===== src/rtl/count_bcd_display_if.sv =====
// Bundles the value input and the converted/display outputs of count_bcd_display.
// The master side drives count; the slave side (the display stage) drives the rest.
interface count_bcd_display_if;
  logic [7:0]  count;
  logic [11:0] bcd;
  logic        bcd_valid;
  logic        busy;
  logic [6:0]  seg;
  logic [2:0]  an;

  modport master (output count, input bcd, bcd_valid, busy, seg, an);
  modport slave  (input count, output bcd, bcd_valid, busy, seg, an);
endinterface


===== src/rtl/count_bcd_display.sv =====
// Binary-to-BCD display stage: a free-running double-dabble converter feeding a
// time-multiplexed 3-digit 7-segment scan with leading-zero blanking.
module count_bcd_display #(
  parameter int REFRESH_DIV  = 16,
  parameter bit COMMON_ANODE = 1'b1
) (
  input logic               clk,
  input logic               reset,
  count_bcd_display_if.slave bus
);

  localparam logic [1:0]  S_IDLE   = 2'd0;
  localparam logic [1:0]  S_SHIFT  = 2'd1;
  localparam logic [1:0]  S_DONE   = 2'd2;
  localparam logic [15:0] DIV_LAST = 16'(REFRESH_DIV - 1);

  logic [1:0]  r_state;
  logic [19:0] r_sr;
  logic [2:0]  r_iter;
  logic [11:0] r_bcd;
  logic        r_bcd_valid;
  logic [15:0] r_refresh;
  logic [1:0]  r_digit;
  logic [6:0]  r_seg;
  logic [2:0]  r_an;

  logic [19:0] w_adj;
  logic [3:0]  w_nib;
  logic        w_blank;
  logic [6:0]  w_seg_hi;
  logic [2:0]  w_an_hi;

  // Add-3 correction on each BCD nibble before the shift.
  genvar gi;
  generate
    for (gi = 0; gi < 3; gi++) begin : g_adj
      assign w_adj[8+4*gi +: 4] = (r_sr[8+4*gi +: 4] >= 4'd5) ?
                                  (r_sr[8+4*gi +: 4] + 4'd3) : r_sr[8+4*gi +: 4];
    end
  endgenerate
  assign w_adj[7:0] = r_sr[7:0];

  always_ff @(posedge clk) begin
    if (reset) begin
      r_state     <= S_IDLE;
      r_sr        <= '0;
      r_iter      <= '0;
      r_bcd       <= '0;
      r_bcd_valid <= 1'b0;
    end else begin
      r_bcd_valid <= 1'b0;
      case (r_state)
        S_IDLE: begin
          r_sr    <= {12'h000, bus.count};
          r_iter  <= '0;
          r_state <= S_SHIFT;
        end
        S_SHIFT: begin
          r_sr   <= {w_adj[18:0], 1'b0};
          r_iter <= r_iter + 3'd1;
          if (r_iter == 3'd7) r_state <= S_DONE;
        end
        S_DONE: begin
          r_bcd       <= r_sr[19:8];
          r_bcd_valid <= 1'b1;
          r_state     <= S_IDLE;
        end
        default: r_state <= S_IDLE;
      endcase
    end
  end

  // Select the scanned nibble and decide whether it is a leading zero.
  always_comb begin
    w_nib   = r_bcd[3:0];
    w_blank = 1'b0;
    case (r_digit)
      2'd1: begin
        w_nib   = r_bcd[7:4];
        w_blank = (r_bcd[11:8] == 4'd0) && (r_bcd[7:4] == 4'd0);
      end
      2'd2: begin
        w_nib   = r_bcd[11:8];
        w_blank = (r_bcd[11:8] == 4'd0);
      end
      default: ;
    endcase
  end

  always_comb begin
    w_seg_hi = 7'h00;
    case (w_nib)
      4'd0: w_seg_hi = 7'h3F;
      4'd1: w_seg_hi = 7'h06;
      4'd2: w_seg_hi = 7'h5B;
      4'd3: w_seg_hi = 7'h4F;
      4'd4: w_seg_hi = 7'h66;
      4'd5: w_seg_hi = 7'h6D;
      4'd6: w_seg_hi = 7'h7D;
      4'd7: w_seg_hi = 7'h07;
      4'd8: w_seg_hi = 7'h7F;
      4'd9: w_seg_hi = 7'h6F;
      default: w_seg_hi = 7'h00;
    endcase
    if (w_blank) w_seg_hi = 7'h00;
  end

  assign w_an_hi = w_blank ? 3'b000 : (3'b001 << r_digit);

  always_ff @(posedge clk) begin
    if (reset) begin
      r_refresh <= '0;
      r_digit   <= '0;
      r_seg     <= {7{COMMON_ANODE}};
      r_an      <= {3{COMMON_ANODE}};
    end else begin
      if (r_refresh == DIV_LAST) begin
        r_refresh <= '0;
        r_digit   <= (r_digit == 2'd2) ? 2'd0 : r_digit + 2'd1;
      end else begin
        r_refresh <= r_refresh + 16'd1;
      end
      r_seg <= w_seg_hi ^ {7{COMMON_ANODE}};
      r_an  <= w_an_hi ^ {3{COMMON_ANODE}};
    end
  end

  assign bus.bcd       = r_bcd;
  assign bus.bcd_valid = r_bcd_valid;
  assign bus.busy      = (r_state != S_IDLE);
  assign bus.seg       = r_seg;
  assign bus.an        = r_an;

endmodule


===== src/flat_wrapper.sv =====
// flat-port wrapper written by rule: the top's interface ports become plain ports
module count_bcd_display_flat 
#(
  parameter int REFRESH_DIV  = 16,
  parameter bit COMMON_ANODE = 1'b1
)
  (clk, reset, bus_count, bus_bcd, bus_bcd_valid, bus_busy, bus_seg, bus_an);
  count_bcd_display_if bus_i ();
  input logic clk;
  input logic reset;
  input wire logic [$bits(bus_i.count)-1:0] bus_count;
  output wire logic [$bits(bus_i.bcd)-1:0] bus_bcd;
  output wire logic [$bits(bus_i.bcd_valid)-1:0] bus_bcd_valid;
  output wire logic [$bits(bus_i.busy)-1:0] bus_busy;
  output wire logic [$bits(bus_i.seg)-1:0] bus_seg;
  output wire logic [$bits(bus_i.an)-1:0] bus_an;
  assign bus_i.count = bus_count;
  assign bus_bcd = bus_i.bcd;
  assign bus_bcd_valid = bus_i.bcd_valid;
  assign bus_busy = bus_i.busy;
  assign bus_seg = bus_i.seg;
  assign bus_an = bus_i.an;
  count_bcd_display #(.REFRESH_DIV(REFRESH_DIV), .COMMON_ANODE(COMMON_ANODE)) u_core (.clk(clk), .reset(reset), .bus(bus_i));
endmodule

===== config.mk =====
export PLATFORM = sky130hd
export DESIGN_NAME = count_bcd_display_flat
export DESIGN_NICKNAME = d
export VERILOG_FILES = /design/src/rtl/count_bcd_display_if.sv /design/src/rtl/count_bcd_display.sv /design/src/flat_wrapper.sv
export SDC_FILE = /design/constraint.sdc
export NUM_CORES = 1
export LEC_CHECK = 0
export CORE_ASPECT_RATIO = 0.9
export CORE_MARGIN = 2
export CORE_UTILIZATION = 50
export CTS_BUF_LIST = sky130_fd_sc_hd__clkbuf_4 sky130_fd_sc_hd__clkbuf_8 sky130_fd_sc_hd__clkbuf_16
export CTS_CLUSTER_SIZE = 30
export DETAILED_ROUTE_END_ITERATION = 10
export DONT_BUFFER_PORTS = 1
export SYNTH_ARGS = -nofsm -noshare
export SYNTH_HDL_FRONTEND = slang
export SYNTH_SLANG_ARGS = --single-unit

===== constraint.sdc =====
create_clock -name clk -period 2.6 [get_ports clk]
set_clock_uncertainty 0.1 [all_clocks]
set_input_delay 0.52 -clock clk [delete_from_list [all_inputs] [get_ports clk]]
set_output_delay 0.52 -clock clk [all_outputs]
set_load 0.01 [all_outputs]

==> flow_summary.toml <==
[place]
post-place-ws_ps = 325
routabilityCongestion = 0.787
dp_hpwl_mm = 3.79
io_buffers = 0

[grt]
antenna_found_initial = 0
grt_max_degree = 46
grt-ovfl-total = 0
grt_pass1_wl_mm = 9.34
grt_usage_pct = 17.8
grt_pass1_vias = 2052

[critical_path]
rr_startpoint = "u_core.r_digit[0]"
crit_chain = "inv_1, ha_1, mux2i_4, inv_1, ha_1, nor4b_2, a31oi_1"
crit_path_start_kind = "flip-flop"
cp_slowest_cell = "ha_1"
critPathArrivalTime_ps = 2400
crit_fanout = 6
critical_path_class = "flip-flop to flip-flop"
crit_path_end_kind = "flip-flop"
cp_slowest_stage_delay_ps = 540
crit_path_start = "u_core.r_digit[0]"
path_buf_inv = 2
crit_required_ps = 2710
cp_top_family = "adder cells"

[hold_path]
hold_class = "primary input to flip-flop"
min_from = "reset"

[clocking]
cts_root_buf = "clkbuf_8"
postCtsHoldBufs = 0
clk_pin_slew_ps = 70
insertion_delay_ps = 340
cts_max_level = 3
clkSinkCount = 66
cts_resized = 0
clockBufferDepth = 2
cts_tree = "done"
cts-buffers-inserted = 9
cts_setup_buffers = 0

[pwr]
ir_worst_vdd_mv = 0.353
power_density_mw_per_mm2 = 571
p_leak_nw = 1.29
finalPower_mw = 1.86

[die]
die_h_um = 78.0
dieArea_mm2 = 0.00672
initial_core_util_pct = 52.5
boundaryPins = 34
num_rows = 26
core_mm2 = 0.00579
die_w_um = 86.2

[finish]
final_common_cell = "dfxtp_1"
final_net_count = 372
area_growth_pct = 7.04
drive_above_1_share_pct = 9.22
layout_common_cells = "dfxtp_1, nor2_1, nand2_1"
antennaDiodeCount = 0

[yosys]
synth_fp_nets = 371
postSynthCellCount = 342
avgSynthCellArea_um2 = 8.89
synth_ff_type = "dfxtp_1"
yosys_warnings = 0
ys_seq_area_share_pct = 43.5
synth-edff-count = 0
ys_async_sr_fraction_pct = 0
synth.distinct_cells = 38
ys_ff_latch = 66
netlist_area_mm2 = 0.00304

[sta]
worst_pin_slew_ps = 798
report.final.slew_viol_count = 0
min_period_ps = 2290
setup_tns_ps = 0
rsz0062_at_grt = "false"
setup_violations = 0
hold_slack_ps = 151
max_freq_mhz = 437
post-route-period-util_pct = 88.1
finalHoldViolations = 0
relSlewSlack_pct = 46.7
fin_ws_ps = 310

[detailed_routing]
wl_per_cell_um = 13.1
first_pass_iters = 4
wl_mm = 5.48
route.detailed.drc = 0
postRouteAntennaNets = 0
dr_total_vias = 2218
vias_per_cell = 5.32
drtIter0Drc = 77

[status]
status = "finished, final reports clean"

[job]
maxCapViolations = 0
==> path summary, 6_finish.rpt <==
path	end	cells after the start	slack [ps]
max	u_core.bus.seg[6]	7	310
min	u_core.r_iter[0]	1	150
min reg2reg	u_core.r_refresh[0]	1	350
max reg2reg	u_core.bus.seg[6]	7	310
==> stage by stage <==
stage	area (um2)	std cells	utilization [%]
CTS	3250	417	56.2
floorplan	3040	342	-
global route	3250	417	56.2
finish	3250	417	56.2
global placement	3080	402	53.2
detailed placement	3080	402	53.2
==> cell type report <==
class	instances	area, um2
multi-input cells	247	1580
well taps	70	87.6
clock inverters	3	15.0
clock buffers	12	159
inverters	13	48.8
flip-flops and latches	66	1320
repair buffers	6	45.0
fillers	551	2540
==> Yosys cell counts, types with 6 or more instances <==
cell type / instances / area [um2]
mux2i_1: 14 / 140
a21oi_1: 32 / 160
dfxtp_1: 66 / 1320
nor2_1: 52 / 195
xnor2_1: 10 / 87.6
inv_1: 13 / 48.8
nand2b_1: 6 / 37.5
o21ai_0: 9 / 45.0
a22oi_1: 9 / 67.6
xor2_1: 10 / 87.6
clkbuf_1: 9 / 33.8
nand2_1: 37 / 139
nand3_1: 9 / 45.0
ha_1: 19 / 238
==> logic make-up after synthesis <==
kind of cell | Yosys count | share of synthesized area (%)
and+or+nand+nor | 131 | 20.2
buffers and inverters | 29 | 4.65
adders and majority gates | 19 | 7.82
muxes | 16 | 6.09
AOI/OAI and AO/OA | 61 | 12.0
xor gates and xnor gates | 20 | 5.76
DFF | 66 | 43.5
==> report_power, final <==
group / internal (mW) / total (mW) / switching, mW
clock: 0.398 / 0.758 / 0.359
combinational: 0.0256 / 0.0535 / 0.0279
sequential: 1.03 / 1.05 / 0.0162
==> sequential cells by signal, summed over array words and instances (netlist names) <==
name                  cells
u_core.r_refresh         16
u_core.bus.bcd           12
u_core.bus.an             3
u_core.r_sr              20
u_core.r_digit            2
u_core.r_state            2
u_core.bus.bcd_valid      1
u_core.bus.seg            7
u_core.r_iter             3
==> metal layers <==
| layer | track usage, % | part of all wire (%) |
|---|---|---|
| met2 | 27.8 | 46 |
| met1 | 21.7 | 49 |
| met5 | 0 | 0 |
| met4 | 7.81 | 1.5 |
| met3 | 6.81 | 4.2 |
Note: power is estimated with default switching activity, not from simulation.
